<file path="config.mk">
export PLATFORM = sky130hd
export DESIGN_NAME = dmem_access_unit
export DESIGN_NICKNAME = d
export VERILOG_FILES = /design/src/rtl/dmem_access_unit_pkg.sv /design/src/rtl/dmem_access_unit_load_extend.sv /design/src/rtl/dmem_access_unit.sv
export SDC_FILE = /design/constraint.sdc
export NUM_CORES = 1
export LEC_CHECK = 0
export BUFFER_PORTS_ARGS = -buffer_cell sky130_fd_sc_hd__buf_2
export CAP_MARGIN = 20
export CORE_ASPECT_RATIO = 0.6
export CORE_MARGIN = 1.5
export CORE_UTILIZATION = 42
export DETAILED_ROUTE_END_ITERATION = 8
export PLACE_DENSITY = 0.77
export SYNTH_ARGS = -nofsm -noshare
export SYNTH_HDL_FRONTEND = slang
export SYNTH_SLANG_ARGS = --single-unit
</file>
<file path="constraint.sdc">
create_clock -name i_clk -period 1.8 [get_ports i_clk]
set_clock_uncertainty 0.2 [all_clocks]
set_input_delay 0.36 -clock i_clk [delete_from_list [all_inputs] [get_ports i_clk]]
set_output_delay 0.36 -clock i_clk [all_outputs]
set_load 0.02 [all_outputs]
</file>
<file path="src/rtl/dmem_access_unit_pkg.sv">
// Shared definitions for the data-memory access unit: size encodings and FSM states.
package dmem_access_unit_pkg;

  localparam logic [1:0] SZ_BYTE = 2'b00;
  localparam logic [1:0] SZ_HALF = 2'b01;
  localparam logic [1:0] SZ_BAD  = 2'b10;
  localparam logic [1:0] SZ_WORD = 2'b11;

  typedef enum logic [1:0] {
    ST_IDLE,
    ST_ACCESS,
    ST_RESP
  } state_t;

endpackage

</file>
<file path="src/rtl/dmem_access_unit_load_extend.sv">
// Load extension: picks the leading byte/halfword/word of a big-endian memory read and
// zero- or sign-extends it; shared with the writeback stage.
module dmem_access_unit_load_extend
  import dmem_access_unit_pkg::*;
(
  input  logic [0:31] i_rdata,
  input  logic [0:1]  i_size,
  input  logic        i_signed,
  output logic [0:31] o_result
);

  always_comb begin
    o_result = i_rdata;
    case (i_size)
      SZ_BYTE: o_result = {{24{i_signed & i_rdata[0]}}, i_rdata[0:7]};
      SZ_HALF: o_result = {{16{i_signed & i_rdata[0]}}, i_rdata[0:15]};
      default: o_result = i_rdata;
    endcase
  end

endmodule

</file>
<file path="src/rtl/dmem_access_unit.sv">
// MEM-stage master for the data memory port: one request at a time, alignment/size checks,
// registered response. Optional address bounds check enabled by `define DMEM_BOUNDS_CHECK_EN.
module dmem_access_unit
  import dmem_access_unit_pkg::*;
#(
  parameter int unsigned DMEM_SIZE = 32768
) (
  input  logic        i_clk,
  input  logic        i_rst_n,
  input  logic        i_req_valid,
  output logic        o_req_ready,
  input  logic [0:31] i_req_addr,
  input  logic [0:31] i_req_wdata,
  input  logic        i_req_we,
  input  logic [0:1]  i_req_size,
  input  logic        i_req_signed,
  output logic        o_resp_valid,
  input  logic        i_resp_ready,
  output logic [0:31] o_resp_rdata,
  output logic        o_resp_err,
  output logic [0:31] o_mem_addr,
  output logic [0:31] o_mem_wData,
  output logic        o_mem_writeEnable,
  output logic [0:1]  o_mem_dsize,
  input  logic [0:31] i_mem_rData
);

  state_t      r_state;
  state_t      w_nextState;
  logic [0:31] r_addr;
  logic [0:31] r_wdata;
  logic [0:1]  r_size;
  logic        r_we;
  logic        r_signed;
  logic [0:31] r_rdata;
  logic        r_err;

  logic        w_accept;
  logic        w_misaligned;
  logic        w_oob;
  logic        w_reqErr;
  logic [0:31] w_loadData;

  // A memory smaller than one word cannot hold any aligned word access.
  if (DMEM_SIZE < 4) begin : g_sizeCheck
    $error("dmem_access_unit: DMEM_SIZE must be at least 4 bytes");
  end

  assign w_accept     = i_req_valid & o_req_ready;
  assign w_misaligned = ((i_req_size == SZ_HALF) && i_req_addr[31]) ||
                        ((i_req_size == SZ_WORD) && (i_req_addr[30:31] != 2'b00));

`ifdef DMEM_BOUNDS_CHECK_EN
  // 33-bit end address so a request near 0xFFFFFFFF cannot wrap back into range.
  logic [32:0] w_endAddr;
  assign w_endAddr = {1'b0, i_req_addr} + {31'b0, i_req_size} + 33'd1;
  assign w_oob     = w_endAddr > {1'b0, DMEM_SIZE};
`else
  assign w_oob = 1'b0;
`endif

  assign w_reqErr = (i_req_size == SZ_BAD) || w_misaligned || w_oob;

  dmem_access_unit_load_extend u_loadExtend (
    .i_rdata  (i_mem_rData),
    .i_size   (r_size),
    .i_signed (r_signed),
    .o_result (w_loadData)
  );

  always_ff @(posedge i_clk or negedge i_rst_n) begin
    if (!i_rst_n) begin
      r_state <= ST_IDLE;
    end else begin
      r_state <= w_nextState;
    end
  end

  // Handshake outputs are gated by reset so a store in flight cannot write at the next edge.
  always_comb begin
    w_nextState       = r_state;
    o_req_ready       = 1'b0;
    o_resp_valid      = 1'b0;
    o_mem_writeEnable = 1'b0;
    case (r_state)
      ST_IDLE: begin
        o_req_ready = i_rst_n;
        if (w_accept) begin
          w_nextState = w_reqErr ? ST_RESP : ST_ACCESS;
        end
      end
      ST_ACCESS: begin
        o_mem_writeEnable = i_rst_n & r_we;
        w_nextState       = ST_RESP;
      end
      ST_RESP: begin
        o_resp_valid = 1'b1;
        if (i_resp_ready) begin
          w_nextState = ST_IDLE;
        end
      end
      default: w_nextState = ST_IDLE;
    endcase
  end

  // Request fields only latch for legal requests, so the memory bus holds its last access.
  always_ff @(posedge i_clk or negedge i_rst_n) begin
    if (!i_rst_n) begin
      r_addr   <= '0;
      r_wdata  <= '0;
      r_size   <= SZ_BYTE;
      r_we     <= 1'b0;
      r_signed <= 1'b0;
      r_rdata  <= '0;
      r_err    <= 1'b0;
    end else begin
      if (w_accept && !w_reqErr) begin
        r_addr   <= i_req_addr;
        r_wdata  <= i_req_wdata;
        r_size   <= i_req_size;
        r_we     <= i_req_we;
        r_signed <= i_req_signed;
      end
      if (w_accept && w_reqErr) begin
        r_rdata <= '0;
        r_err   <= 1'b1;
      end
      if (r_state == ST_ACCESS) begin
        r_rdata <= r_we ? '0 : w_loadData;
        r_err   <= 1'b0;
      end
    end
  end

  assign o_resp_rdata = r_rdata;
  assign o_resp_err   = r_err;
  assign o_mem_addr   = r_addr;
  assign o_mem_wData  = r_wdata;
  assign o_mem_dsize  = r_size;

endmodule

</file>
==> summary.txt <==
Status = finished with violations
Failing checks = negative setup slack
Synth Instances = 319
Ys Warns = 0
Global placement routability congestion = 0.864
Chip Height = 80.9 um
Max-cap violations = 0
Largest net degree at the start of global routing = 73
Antenna Cells = 0
Hold Crit Class = primary input to register
Die ar. = 10,700 sq um
Synth Area in XOR/XNOR = 0%
Worst R2R End = o_mem_wData[29]$_DFFE_PN0P_
R2r setup slk = -0.02 ns
Routed Wire Length = 11,600 um
Crit-path most repeated cell = buf_6
Initial core utilization = 43.1%
Final setup viols = 25
Compound-Gate Fraction of Synth Area = 9.58%
#FFs+latches synth = 103
Met3 Track Usage GR = 4.93%
Main combinational cell family by area after synthesis = multiplexers
First drt pass iteration count = 5
Chip Width = 133 um
Post-synthesis simple-gate area fraction = 6.54%
CP Class = register to primary output
Area Overhead vs Synth = 48.0%
Clock Path Buffers = 2
Synth Flop Type = dfrtp_1
Clock latency on the worst-skew pair = 0.34 ns
GRT Util Overall = 20.6%
Most frequent cell after synthesis = dfrtp_1
Clock sink count = 103
Setup TNS Final = -0.700 ns
Clock-pin slew on the worst setup and hold paths = 0.07 ns
Vias in the first global route = 3,251
Hold Vio Cnt, Final = 0
Synth Area in Adders = 0%
P_leak = 3.28 nW
CTS tree = built
Slew Viols, Final = 0
Rel. slew slack = 39.6%
DRC Markers = 0
Register-to-Register Path Depth = 4
Worst-Margin Slew = 0.906 ns
PortBufs = 205
Area leader, netlist = dfrtp_1
Final min period = 1.85 ns
Worst Slack Setup Final = -0.0504 ns
Post-DP HPWL = 8300 um
Met2 Use GR = 29.2%
H-tree levels = 3
Async S/R FF share, synth = 100%
Post-Synthesis Net Count = 423
Critical path arrival = 1.29 ns
Power Density = 1420 nW/um^2
DR vias = 3,404
Most Crowded Layer GR = met1
Avg WL per Cell = 16.9 um
Tot Pwr = 8.89 mW
Mapped cell area = 4240 sq um
Max IR drop VDD = 0.00103 V
Tcrit/Tclk final = 103%
CP Launch Type = register
First-pass GRT wire length = 17,000 um
I/O pin count = 206
Post-synth top cells = 103 x dfrtp_1, 59 x mux2_2, 19 x nand2_1
Top cell type's share of synthesized area = 60.7%
RSZ-0062 raised after global routing = true
Min-delay src = i_req_wdata[5]
Ranking of synthesized cells by area = dfrtp_1 61%, mux2_2 16%, a22o_1 3.3%
Crit end category = primary output
Mux cell area share after synthesis = 19.9%
CP max stage delay = 0.40 ns
Finished Layout Cells = 689
Row count = 28
Max Clk Rate = 0.540 GHz
Sequential area share after synthesis = 60.7%
EDFF count, synth = 0
Nets = 653
M1 GR Usage = 31.2%
First DRT Iteration DRCs = 219
CTS Buf Count = 9
Grt ovf = 0
Initial antenna violation count = 0
Antenna viol nets, final = 0
Layout cells sized above 1 = 57.9%
Filler cell count = 766
Worst endpoint required time = 1.24 ns
Core Util, Final = 63.8%
Via density = 4.94
Critical path cell sequence = buf_6 -> nor2b_4 -> and3_4 -> buf_6
Average size of a mapped cell = 13.3 sq um
Worst reg2reg startpoint = r_state[0]$_DFFE_PN0P_
WHS = 0.0386 ns
Number of distinct library cells after synthesis = 27
Core box area = 9840 sq um
Largest fanout on the critical path = 4
Dpl cells = 663
Min-Delay Endpoint = o_mem_wData[5]$_DFFE_PN0P_
Crit-path slowest cell = dfrtp_1
CTS root buffer = clkbuf_16
Hold Path Depth = 2
## report_power, final
group / switching, mW / internal, mW / total [mW]
Combinational: 1.90 / 1.54 / 3.44
Sequential: 0.429 / 3.04 / 3.47
Clock: 0.851 / 1.13 / 1.98
Total: 3.18 / 5.71 / 8.89
## through the flow
step	setup slack (ns)	cell area (sq um)
finish	-0.0504	6280
detailed placement	-0.252	5600
floorplan	-0.0753	4260
global route	-0.0982	6280
global placement	-0.195	5600
CTS	-0.0465	5990
## critical path, delay by kind of cell, from the launching register on
family | cells | cell delay, ns
AND/OR/NAND/NOR | 2 | 0.30
flip-flops | 1 | 0.40
buffers and inverters | 2 | 0.25
## cell type report
type	count	area, sq um	area share, %
Sequential cell	103	2580	41.1
Multi-Input combinational cell	185	1730	27.5
Timing Repair Buffer	241	1470	23.4
Clock buffer	11	243	3.87
Tap cell	135	169	2.69
Clock inverter	5	63.8	1.02
Inverter	9	33.8	0.538
## placed cells by master (no fill, tap or decap), types with 2 or more instances in the layout
cell type,n
mux2i_1,8
mux2_4,43
dlygate4sd3_1,3
a221oi_1,7
buf_4,23
nand2_1,19
a21o_1,7
mux2_1,8
nand2b_1,16
a21oi_1,10
buf_12,4
inv_1,9
o21ai_0,2
o22ai_1,10
buf_2,200
inv_6,3
mux2_2,17
dfrtp_1,102
clkbuf_16,13
buf_6,6
a22o_1,15
nor2_1,10
## how the worst max path moves through the flow
stage                           startpoint                          to  slack (ns)  cells after the start
floorplan                   i_req_addr[30]  o_mem_addr[31]$_DFFE_PN0P_       -0.08                      6
CTS                 r_state[1]$_DFFE_PN0P_           o_mem_writeEnable       -0.05                      4
global placement            i_req_addr[30]  o_mem_addr[22]$_DFFE_PN0P_       -0.20                      6
finish              r_state[1]$_DFFE_PN0P_           o_mem_writeEnable       -0.05                      4
global route        r_state[1]$_DFFE_PN0P_           o_mem_writeEnable        -0.1                      4
detailed placement          i_req_addr[30]  o_mem_addr[17]$_DFFE_PN0P_       -0.25                      6
## state kept, by name, summed over array words and instances (netlist names)
register      cells
o_mem_addr       32
o_mem_dsize       2
o_mem_wData      32
o_resp_err        1
o_resp_rdata     32
r_signed          1
r_state           2
r_we              1
## logic make-up (layout without fill, tap and decap cells)
kind of cell / count (synthesis) / after routing
flops: 103 / 103
compound gates: 56 / 56
mux: 76 / 76
simple gates: 53 / 53
buf+inv: 31 / 266
## per-layer routing
layer	part of all wire [%]	vias up	wire (um)
met5	0	-	0
met4	1.3	0	148
met3	8.5	13	990
met2	44	163	5080
met1	47	1638	5430
li1	-	1590	-
## timing repair
item                                    CTS  global route
pin swaps                                 1             0
buffers inserted                          2             1
resized for setup                        12            47
endpoints found under the setup margin    3            69
hold endpoints to repair                  5             0
gates cloned                              0             4
hold buffers                              3             0
(Power assumes the default switching activity.)
